==> src/rtl/mem_access.sv <==
// mem_access: memory stage responder between exe_mem and the data bus.
// Runs one req/gnt/rvalid transaction per load/store and stalls the pipe meanwhile.
module mem_access #(
    parameter int TIMEOUT_CYCLES = 64
) (
    input  logic        clk_i,
    input  logic        rst_i,
    input  logic [4:0]  reg_waddr_i,
    input  logic        reg_we_i,
    input  logic [31:0] reg_wdata_i,
    input  logic        mem_we_i,
    input  logic [31:0] mem_addr_i,
    input  logic [31:0] mem_data_i,
    input  logic [3:0]  mem_op_i,
    output logic        dbus_req_o,
    output logic        dbus_we_o,
    output logic [31:0] dbus_addr_o,
    output logic [3:0]  dbus_be_o,
    output logic [31:0] dbus_wdata_o,
    input  logic        dbus_gnt_i,
    input  logic        dbus_rvalid_i,
    input  logic [31:0] dbus_rdata_i,
    output logic [4:0]  reg_waddr_o,
    output logic        reg_we_o,
    output logic [31:0] reg_wdata_o,
    output logic        mem_stall_o,
    output logic        misalign_o,
    output logic        bus_err_o
);

    localparam int CW = $clog2(TIMEOUT_CYCLES + 1);
    localparam logic [CW-1:0] CNT_MAX = CW'(TIMEOUT_CYCLES - 1);

    localparam logic [3:0] OP_NOP = 4'd0;
    localparam logic [3:0] OP_LB  = 4'd1;
    localparam logic [3:0] OP_LH  = 4'd2;
    localparam logic [3:0] OP_LW  = 4'd3;
    localparam logic [3:0] OP_LBU = 4'd4;
    localparam logic [3:0] OP_LHU = 4'd5;
    localparam logic [3:0] OP_SB  = 4'd6;
    localparam logic [3:0] OP_SH  = 4'd7;
    localparam logic [3:0] OP_SW  = 4'd8;

    typedef enum logic [1:0] {
        IDLE,
        REQ,
        WAIT,
        DONE
    } state_e;

    state_e         state_q, state_d;
    logic [3:0]     op_q, op_d;
    logic [1:0]     off_q, off_d;
    logic [4:0]     rd_q, rd_d;
    logic           rwe_q, rwe_d;
    logic           we_q, we_d;
    logic [3:0]     be_q, be_d;
    logic [31:0]    wdata_q, wdata_d;
    logic [29:0]    waddr_q, waddr_d;
    logic [31:0]    res_q, res_d;
    logic           err_q, err_d;
    logic [CW-1:0]  cnt_q, cnt_d;

    logic           is_mem;
    logic           misal;
    logic [3:0]     be_in;
    logic [31:0]    wd_in;
    logic           timeout;

    function automatic logic [31:0] load_ext(logic [3:0] op, logic [1:0] off,
                                             logic [31:0] rdata);
        logic [31:0] sh;
        sh = rdata >> {off, 3'b000};
        case (op)
            OP_LB:   load_ext = {{24{sh[7]}}, sh[7:0]};
            OP_LH:   load_ext = {{16{sh[15]}}, sh[15:0]};
            OP_LBU:  load_ext = {24'd0, sh[7:0]};
            OP_LHU:  load_ext = {16'd0, sh[15:0]};
            default: load_ext = sh;
        endcase
    endfunction

    // Request decode; unused op encodings above SW behave like NOP.
    always_comb begin
        is_mem = (mem_op_i != OP_NOP) && (mem_op_i <= OP_SW);
        misal  = 1'b0;
        be_in  = 4'hF;
        wd_in  = mem_data_i;
        case (mem_op_i)
            OP_LH, OP_LHU: misal = mem_addr_i[0];
            OP_LW:         misal = |mem_addr_i[1:0];
            OP_SB: begin
                be_in = 4'b0001 << mem_addr_i[1:0];
                wd_in = {4{mem_data_i[7:0]}};
            end
            OP_SH: begin
                misal = mem_addr_i[0];
                be_in = mem_addr_i[1] ? 4'b1100 : 4'b0011;
                wd_in = {2{mem_data_i[15:0]}};
            end
            OP_SW:   misal = |mem_addr_i[1:0];
            default: misal = 1'b0;
        endcase
    end

    assign timeout = (cnt_q >= CNT_MAX);

    always_comb begin
        state_d      = state_q;
        op_d         = op_q;
        off_d        = off_q;
        rd_d         = rd_q;
        rwe_d        = rwe_q;
        we_d         = we_q;
        be_d         = be_q;
        wdata_d      = wdata_q;
        waddr_d      = waddr_q;
        res_d        = res_q;
        err_d        = err_q;
        cnt_d        = cnt_q;
        dbus_req_o   = 1'b0;
        dbus_we_o    = 1'b0;
        dbus_addr_o  = 32'd0;
        dbus_be_o    = 4'd0;
        dbus_wdata_o = 32'd0;
        reg_waddr_o  = 5'd0;
        reg_we_o     = 1'b0;
        reg_wdata_o  = 32'd0;
        mem_stall_o  = 1'b0;
        misalign_o   = 1'b0;
        bus_err_o    = 1'b0;
        case (state_q)
            IDLE: begin
                reg_waddr_o = reg_waddr_i;
                reg_wdata_o = reg_wdata_i;
                if (!is_mem) begin
                    reg_we_o = reg_we_i;
                end else if (misal) begin
                    misalign_o = 1'b1;
                end else begin
                    mem_stall_o = 1'b1;
                    op_d        = mem_op_i;
                    off_d       = mem_addr_i[1:0];
                    rd_d        = reg_waddr_i;
                    rwe_d       = reg_we_i;
                    we_d        = mem_we_i;
                    be_d        = be_in;
                    wdata_d     = wd_in;
                    waddr_d     = mem_addr_i[31:2];
                    res_d       = 32'd0;
                    err_d       = 1'b0;
                    cnt_d       = '0;
                    state_d     = REQ;
                end
            end
            REQ: begin
                mem_stall_o  = 1'b1;
                dbus_req_o   = 1'b1;
                dbus_we_o    = we_q;
                dbus_addr_o  = {waddr_q, 2'b00};
                dbus_be_o    = be_q;
                dbus_wdata_o = wdata_q;
                cnt_d        = cnt_q + 1'b1;
                if (dbus_gnt_i) begin
                    if (we_q) begin
                        state_d = DONE;
                    end else if (dbus_rvalid_i) begin
                        res_d   = load_ext(op_q, off_q, dbus_rdata_i);
                        state_d = DONE;
                    end else begin
                        state_d = WAIT;
                    end
                end else if (timeout) begin
                    err_d   = 1'b1;
                    state_d = DONE;
                end
            end
            WAIT: begin
                mem_stall_o = 1'b1;
                cnt_d       = cnt_q + 1'b1;
                if (dbus_rvalid_i) begin
                    res_d   = load_ext(op_q, off_q, dbus_rdata_i);
                    state_d = DONE;
                end else if (timeout) begin
                    err_d   = 1'b1;
                    state_d = DONE;
                end
            end
            DONE: begin
                reg_waddr_o = rd_q;
                reg_we_o    = !we_q && rwe_q && !err_q;
                reg_wdata_o = res_q;
                bus_err_o   = err_q;
                state_d     = IDLE;
            end
            default: state_d = IDLE;
        endcase
    end

    always_ff @(posedge clk_i or posedge rst_i) begin
        if (rst_i) begin
            state_q <= IDLE;
            op_q    <= OP_NOP;
            off_q   <= 2'd0;
            rd_q    <= 5'd0;
            rwe_q   <= 1'b0;
            we_q    <= 1'b0;
            be_q    <= 4'd0;
            wdata_q <= 32'd0;
            waddr_q <= 30'd0;
            res_q   <= 32'd0;
            err_q   <= 1'b0;
            cnt_q   <= '0;
        end else begin
            state_q <= state_d;
            op_q    <= op_d;
            off_q   <= off_d;
            rd_q    <= rd_d;
            rwe_q   <= rwe_d;
            we_q    <= we_d;
            be_q    <= be_d;
            wdata_q <= wdata_d;
            waddr_q <= waddr_d;
            res_q   <= res_d;
            err_q   <= err_d;
            cnt_q   <= cnt_d;
        end
    end

endmodule

==> config.mk <==
export PLATFORM = sky130hd
export DESIGN_NAME = mem_access
export DESIGN_NICKNAME = d
export VERILOG_FILES = /design/src/rtl/mem_access.sv
export SDC_FILE = /design/constraint.sdc
export NUM_CORES = 1
export LEC_CHECK = 0
export ABC_AREA = 1
export CAP_MARGIN = 20
export CORE_UTILIZATION = 57
export CTS_BUF_LIST = sky130_fd_sc_hd__clkbuf_4 sky130_fd_sc_hd__clkbuf_8
export DETAILED_ROUTE_END_ITERATION = 7
export DONT_BUFFER_PORTS = 1
export PLACE_DENSITY = 0.84
export SLEW_MARGIN = 25
export SYNTH_ARGS = -nofsm -noshare
export SYNTH_HDL_FRONTEND = slang
export SYNTH_SLANG_ARGS = --single-unit
export TNS_END_PERCENT = 50
==> constraint.sdc <==
create_clock -name clk_i -period 4.79 [get_ports clk_i]
set_input_delay 0.7185 -clock clk_i [delete_from_list [all_inputs] [get_ports clk_i]]
set_output_delay 0.7185 -clock clk_i [all_outputs]
set_load 0.1 [all_outputs]
==> flow_summary.json <==
{
  "path_class": "reg -> out",
  "tns_ns": 0,
  "hp-class": "in -> async",
  "final_cells": 1278,
  "ctsHoldBuffers": 0,
  "areaGrowthSynthToFinish_pct": 11.20,
  "syn_area_um2": 7297,
  "coreArea_um2": 12260,
  "insertion_delay_ns": 0.43,
  "syn-instance-count": 1099,
  "cts_tree": "done",
  "track_usage": 0.2873,
  "drc": 0,
  "grt_pass1_wl_mm": 29.08,
  "cp-start-kind": "register",
  "setup_viol": 0,
  "htreeDepth": 4,
  "place.gp.congestion": 0.8808,
  "worst-path-max-fanout": 72,
  "grt_pass1_vias": 6072,
  "final_cell_area_um2": 8114,
  "routed-via-count": 6927,
  "synth_edf_count": 0,
  "rows": 40,
  "endpoint_kind": "output port",
  "viasPerCell": 5.420,
  "drt_iter0_drc": 607,
  "grt_max_degree": 106,
  "ios": 254,
  "r2r_setup_slack_ns": 1.96,
  "yosys_warnings": 0,
  "chipWidth_um": 115.1,
  "fill_cells": 1061,
  "cts_setup_buffers": 0,
  "post_cts_resized": 0,
  "postSynth.asyncResetShare": 1.000,
  "cp.required_ns": 4.07,
  "nNetsFinal": 1249,
  "ys_seq_area_frac": 0.4150,
  "ff2ff_path_depth": 6,
  "drtAntennaViolNets": 0,
  "clock-skew-final_ns": 0.009468,
  "status": "completed",
  "max_freq_mhz": 281.7,
  "period_share": 0.7411,
  "die_area_um2": 13260,
  "clockBufferDepth": 2,
  "firstDrtPassIters": 5,
  "worst_pin_slew_ns": 1.014,
  "antenna_found_initial": 0,
  "antenna_cells": 0,
  "slew_headroom": 0.3242,
  "wl_per_cell_um": 14.61,
  "port_buffers": 0,
  "crit_arrival_ns": 2.83,
  "gr-total-overflow": 0,
  "clkSlewWorstSetupHoldPaths_ns": 0.07,
  "clkSinkCount": 121,
  "drv_slew": 0,
  "period_needed_ns": 3.550,
  "place_inst": 1247,
  "synth-main-ff-cell": "dfrtp_1",
  "rsz0062_at_grt": "no",
  "synth_cell_types": 34,
  "maxCapViolCount": 0,
  "placed_area_um2": 7667,
  "hold_viol": 0,
  "die_h_um": 115.1,
  "dp_hpwl_mm": 13.02,
  "r2r-end": "we_q",
  "utilization": 0.6617,
  "reg2reg_from": "state_q[0]",
  "totalWireLength_mm": 18.68,
  "synth_seq_cells": 121,
  "cts-root-buf": "clkbuf_8",
  "cts_buffers": 17,
  "syn_area_per_cell_um2": 6.640,
  "initial_core_util": 0.5951,
  "drive_gt1_frac": 0.1252
}
synthesized netlist by cell type, types with 3 or more instances:
master | instances | share of area
nand4_1 | 3 | 0.0026
buf_2 | 20 | 0.014
dfrtp_1 | 121 | 0.41
nand2_1 | 517 | 0.27
inv_1 | 111 | 0.057
o21ai_1 | 20 | 0.014
ha_1 | 8 | 0.014
buf_4 | 4 | 0.0041
nand2_2 | 3 | 0.0026
o21ai_0 | 61 | 0.042
buf_1 | 5 | 0.0026
o21ai_2 | 4 | 0.0048
nand3_2 | 3 | 0.0041
clkbuf_1 | 29 | 0.015
buf_6 | 6 | 0.0093
nand3_1 | 47 | 0.032
a21oi_1 | 94 | 0.064
nor2_1 | 21 | 0.011
layout by cell type, fill, tap and decap left out:
cell type and instances:
inv_4 1, xor2_1 2, inv_1 110, clkbuf_4 4
dfrtp_1 121, nand3_1 47, or2_2 2, nand4_1 3
nand3_2 3, nand2_2 4, clkinv_2 2, o21bai_1 1
nor2_4 1, nand2_1 516, a21oi_1 55, ha_1 6
inv_6 1, nor2_2 1, buf_4 45, nand2_4 2
o21ai_1 20, ha_4 2, and2_1 1, a211oi_1 1
nand3b_1 2, nor2_1 21, clkinv_1 1, bufinv_16 4
inv_2 2, a21oi_2 39, o21ai_0 61, a311oi_1 1
conb_1 2, nand3_4 1, o21ai_2 4, clkbuf_8 20
nor3_4 1
flip-flops by register name, summed over array words and instances (netlist names):
signal and flops:
off_q 2, rwe_q 1, res_q 32, state_q 2
waddr_q 30, rd_q 5, we_q 1, op_q 4
wdata_q 32, err_q 1, cnt_q 7, be_q 4
routing by layer:
layer	wire length [µm]	track usage
met3	1601	0.08593
met4	632	0.1411
met2	8893	0.4763
met5	0	0
met1	7548	0.3421
cell families after synthesis:
| family | after synthesis | share of synthesized area |
|---|---|---|
| xor+xnor | 2 | 0.002401 |
| buf+inv | 180 | 0.1073 |
| fa+ha+maj | 8 | 0.01372 |
| simple gates | 605 | 0.3330 |
| other cells | 1 | 0.0005139 |
| flops | 121 | 0.4150 |
| compound gates | 182 | 0.1281 |
critical path, stage by stage (launching register included):
cell     delay (ns)
dfrtp_1        0.44
inv_1          0.20
ha_4           0.81
nand2_1        0.21
inv_1          0.67
worst max path at each step:
stage / slack, ns / from / cells past startpoint / to
final: 1.24 / state_q[1] / 4 / dbus_be_o[0]
after global routing: 1.09 / state_q[1] / 4 / dbus_be_o[0]
after CTS: 1.25 / state_q[1] / 4 / dbus_be_o[0]
after detailed placement: 1.72 / state_q[1] / 4 / dbus_be_o[0]
after global placement: 1.78 / state_q[1] / 4 / dbus_be_o[0]
after floorplan: 0.86 / rst_i / 1 / be_q[0]
per-stage QoR:
step,hold WS (ns),setup slack [ns]
final,0.2302,1.240
after global routing,0.2325,1.089
after CTS,0.2173,1.248
after detailed placement,0.4648,1.722
after global placement,0.4616,1.776
after floorplan,0.4487,0.8573
area by class of cell:
cell class	instances	area, µm²	area share
well taps	168	210.2	0.02591
inverters	114	430.4	0.05305
repair buffers	45	337.8	0.04163
multi-input cells	799	3664	0.4515
flip-flops and latches	121	3028	0.3732
clock buffers	24	305.3	0.03763
clock inverters	7	138.9	0.01712
Power is left out: the tool's default activity adds up to more than one toggle a clock period on the data nets, which glitch-free logic cannot reach.
==> RTL change 1 (same flow settings) <==
Reset style: synchronous (`rst_i`), changed in one clocked block.
--- a/src/rtl/mem_access.sv
+++ b/src/rtl/mem_access.sv
@@ -197,7 +197,7 @@
         endcase
     end
 
-    always_ff @(posedge clk_i or posedge rst_i) begin
+    always_ff @(posedge clk_i) begin
         if (rst_i) begin
             state_q <= IDLE;
             op_q    <= OP_NOP;
Behaviour: differs if rst_i is asserted again (counterexample within 4 cycles, from zero or initial values and one cycle with rst_i high); with rst_i held inactive, the same outputs for 4 cycles.
==> RTL change 1 against the unedited design <==
Critical path depth rose by 5. Synthesized cell count is 7.4% higher. Sequential share of layout area is 6.1 points lower. Setup slack got worse by 0.055 ns. Via count rose by 5.0%. Sequential cell count unchanged. Wire length is 2.5% higher. Synthesized area is 2.7% lower. First-iteration DRC count increased by 23%. Final area is 4.3% lower. Highest routed layer unchanged.
==> RTL change 1: results (changes against the unedited design) <==
[status]
status=completed

[routing]
top_layer_used=met4
met1Wirelength_um=8080  ; +7.1%
vias=7276  ; +5.0%
wl_met2_um=8980  ; +0.93%
dr_wl_met3_um=1770  ; +10%
dr.pass1.iters=8  ; +3
drt_iter0_markers=744  ; +23%
wire_per_inst_um=14.2  ; -2.6%

[logic_synthesis]
synthCells=1180  ; +7.4%
synthMuxAreaShare_pct=1.27  ; +1.3 points
synth.area.top_cells=dfxtp_1 (34%), nand2_1 (21%), a21oi_1 (8.5%)
synthAdderAreaFrac_pct=1.41  ; +0.038 points
yosys-top-cells-count=nand2_1 (406), nor2_1 (135), a21oi_1 (121), dfxtp_1 (121), inv_1 (110)
synth-main-ff-cell=dfxtp_1
yosysSeqAreaShare_pct=34.1  ; -7.4 points
synth_xor_area_share_pct=0.370  ; +0.13 points
synthArstFlopShare_pct=0  ; -100 points
synth_compound_area_share_pct=16.3  ; +3.5 points

[clock_network]
clk_pin_slew_worst_paths_ns=0.08
worstSkewPairLatency_ns=0.45  ; +0.02 ns
cts-root-buf=clkbuf_8
htree_levels=4  ; unchanged
clk_path_buf_depth=2  ; unchanged

[layout]
n_antenna_cell=0  ; unchanged
fin_cells=1345  ; +5.2%
drive_gt1_share_pct=11.9  ; -0.63 points

[min_path]
hold_class=primary input to register

[place]
hpwlAfterDp_um=13000  ; +0.20%
globalplace.congestion=0.934  ; +6.0%
place_ws_ns=1.34  ; -0.384 ns
place_area_mm2=0.00739  ; -3.7%

[critical_path]
rrSetupSlack_ns=1.19  ; -0.77 ns
reg2regPathDepth=9  ; +3
r2r-end=res_q[22]
crit_arrival_ns=3.97  ; +1.14 ns
reg2reg_from=state_q[0]
cp_max_fo=42  ; -42%

[grt]
grt_max_degree=74  ; -30%
grtUsageTotal_pct=29.1  ; +0.35 points
use_met3_pct=7.49  ; -1.1 points
grtUsageMet2_pct=48.3  ; +0.70 points
met1_usage_pct=36.6  ; +2.4 points
grt_pass1_wl_um=30100  ; +3.5%
grt_pass1_vias=6336  ; +4.3%

[sta]
whs_ns=0.334  ; +0.103 ns
slew_headroom_pct=30.7  ; -1.7 points
clock_skew_ns=0.0134  ; +0.00393 ns

[power]
static-leakage-power_uw=0.00369

==> RTL change 1: worst max-delay path by stage <==
| stage | startpoint | to | slack [ns] | cells after the start |
|---|---|---|---|---|
| 2_1_floorplan | mem_op_i[1] | mem_stall_o | 1.04 | 11 |
| 6_report | state_q[0] | res_q[22] | 1.19 | 9 |
| 3_5_place_dp | state_q[0] | res_q[14] | 1.34 | 9 |
| 4_1_cts | state_q[0] | mem_stall_o | 1.25 | 7 |
| 5_1_grt | state_q[1] | res_q[5] | 0.86 | 9 |
| 3_3_place_gp | state_q[0] | res_q[0] | 1.44 | 9 |
==> RTL change 1: critical path: stages (launching register included) <==
cell     delay, ns
dfxtp_1       0.48
inv_1         0.16
ha_2          0.36
buf_4         0.55
nor2_1        0.14
nor3_1        0.28
nand3_2       0.56
inv_2         0.65
nand2_1       0.15
a21oi_1       0.17
==> RTL change 1: final cells by class <==
cell class / instances / area, µm²
Fill cell: 1115 / 4300
Inverter: 116 / 437
Multi-Input combinational cell: 865 / 4000
Clock buffer: 24 / 305
Clock inverter: 8 / 70.1
Tap cell: 168 / 210
Timing Repair Buffer: 43 / 323
Sequential cell: 121 / 2420
==> RTL change 1: cells by family after synthesis <==
family                   Yosys count
adder cells (fa/ha/maj)            8
multiplexers                       8
AND/OR/NAND/NOR                  615
buffers and inverters            195
other                              1
XOR/XNOR                           3
flip-flops                       121
AO/OA/AOI/OAI                    229
==> RTL change 1: power by group <==
part           switching (µW)  internal [µW]  leakage, µW  total, µW
combinational            1270            307      0.00250       1580
clock                     397            469     0.000196        866
sequential               73.9           1110     0.000991       1190
==> RTL change 2 (same flow settings) <==
Without the edit above. Change the parameter `TIMEOUT_CYCLES` from 64 to 128.
--- a/src/rtl/mem_access.sv
+++ b/src/rtl/mem_access.sv
@@ -1,7 +1,7 @@
 // mem_access: memory stage responder between exe_mem and the data bus.
 // Runs one req/gnt/rvalid transaction per load/store and stalls the pipe meanwhile.
 module mem_access #(
-    parameter int TIMEOUT_CYCLES = 64
+    parameter int TIMEOUT_CYCLES = 128
 ) (
     input  logic        clk_i,
     input  logic        rst_i,
Formal check against the unedited RTL: same outputs for any inputs over 4 cycles, from zero or initial values and one cycle with rst_i high; that may be too few to reach the edited logic, so the function may still have changed.
==> RTL change 2 against the unedited design <==
Via count shrank 1.2%. Setup slack better by 0.094 ns. Sequential cell count increased by 1. Synthesized area grew 0.69%. Final area down 0.17%. Register-to-register slack worse by 0.09 ns. Hold slack lost 0.14 ns. Wire length fell by 2.4%. Critical path type unchanged. Highest routed layer unchanged.
Power is left out: the tool's default activity adds up to more than one toggle a clock period on the data nets, which glitch-free logic cannot reach.
==> RTL change 2: results (changes against the unedited design) <==
[logic_synthesis]
yosys-top-cells-count=nand2_1 (506), dfrtp_1 (122), inv_1 (113)
ys_types=35  ; +2.9%
yosysSeqAreaShare_pct=41.6  ; +0.058 points
synth.area.top_cells=dfrtp_1 (42%), nand2_1 (26%), a21oi_1 (5.9%)

[run]
cap_viol_max_count=0  ; unchanged

[critical_path]
rrSetupSlack_ns=1.87  ; -0.09 ns
critPathLaunch=state_q[1]
cp_max_fo=71  ; -1.4%
reg2regPathDepth=7  ; +1
critPathMaxStageDelay_ns=0.78  ; -0.03 ns
crit_end=dbus_wdata_o[25]
crit_arrival_ns=2.74  ; -0.09 ns

[clock_network]
numCtsBuffers=17  ; unchanged
htree_levels=4  ; unchanged
worstSkewPairLatency_ns=0.42
postCtsSetupRepairBufs=0  ; unchanged

[routing]
wire_per_inst_um=14.2  ; -2.7%
drt_iter0_markers=528  ; -13%
vias_per_cell=5.34  ; -1.5%

[layout]
reg.largest.list=res_q (32), wdata_q (32), waddr_q (30)
fillers=1142  ; +7.6%
fin_nets=1248  ; -0.080%
drive_gt1_share_pct=12.3  ; -0.27 points

[status]
status=completed

[grt]
grt_pass1_vias=5928  ; -2.4%
grtUsageTotal_pct=27.1  ; -1.7 points
grt_max_degree=105  ; -0.94%
grt_pass1_wl_um=28300  ; -2.7%

[place]
globalplace.congestion=0.910  ; +3.4%
hpwlAfterDp_um=12700  ; -2.6%

[sta]
clock_skew_ns=0.00997  ; +0.000505 ns
slew_headroom_pct=32.8  ; +0.43 points

[RTL change 2: cell types whose count changed in the layout (fill, tap and decap cells not counted), moves of 2 or more]
cell      unedited run  this run
inv_1              110       112
clkbuf_8            20        17
nand4_1              3         1
o21ai_1             20        29
nand2_1            516       506
clkinv_2             2         6
nand3_1             47        51
a21oi_1             55        48
o21ai_0             61        66
nor2_1              21        23
[RTL change 2: stage by stage]
stage	instances	util [%]	instance area [µm²]	hold slack (ns)	setup slack, ns
2_1_floorplan	1099	-	7350	0.449	0.829
3_3_place_gp	1251	61.2	7690	0.462	1.84
3_5_place_dp	1251	61.2	7690	0.465	1.81
4_1_cts	1282	64.5	8100	0.0734	1.34
5_1_grt	1282	64.5	8100	0.0866	1.16
6_report	1282	64.5	8100	0.0883	1.33
[RTL change 2: layout make-up]
cell class,instances,share of cell area [%]
clock buffers,21,3.26
well taps,172,2.66
clock inverters,10,1.85
flip-flops and latches,122,37.7
inverters,115,5.36
multi-input cells,797,45.0
repair buffers,45,4.17
[RTL change 2: kinds of logic after synthesis]
family                     share of synthesized area [%]
and+or+nand+nor                                     32.8
adders and majority gates                           1.19
AOI/OAI and AO/OA                                   13.0
buffers and inverters                               11.2
DFF                                                 41.6
other                                             0.0510
xor gates and xnor gates                           0.238
[RTL change 2: worst max-delay path, delay by kind of cell, from the launching register on]
family | cells | cell delay [ns]
fa+ha+maj | 1 | 0.78
flops | 1 | 0.44
simple gates | 1 | 0.17
buf+inv | 2 | 0.85
[RTL change 2: metal layers]
metal | share of wire (%) | vias up | routed length (µm) | global-route usage [%]
met3 | 8.0 | 30 | 1460 | 6.59
li1 | - | 3397 | - | -
met4 | 1.7 | 0 | 308 | 8.83
met2 | 47 | 280 | 8570 | 42.8
met1 | 43 | 3134 | 7880 | 36.7
met5 | 0 | - | 0 | 0
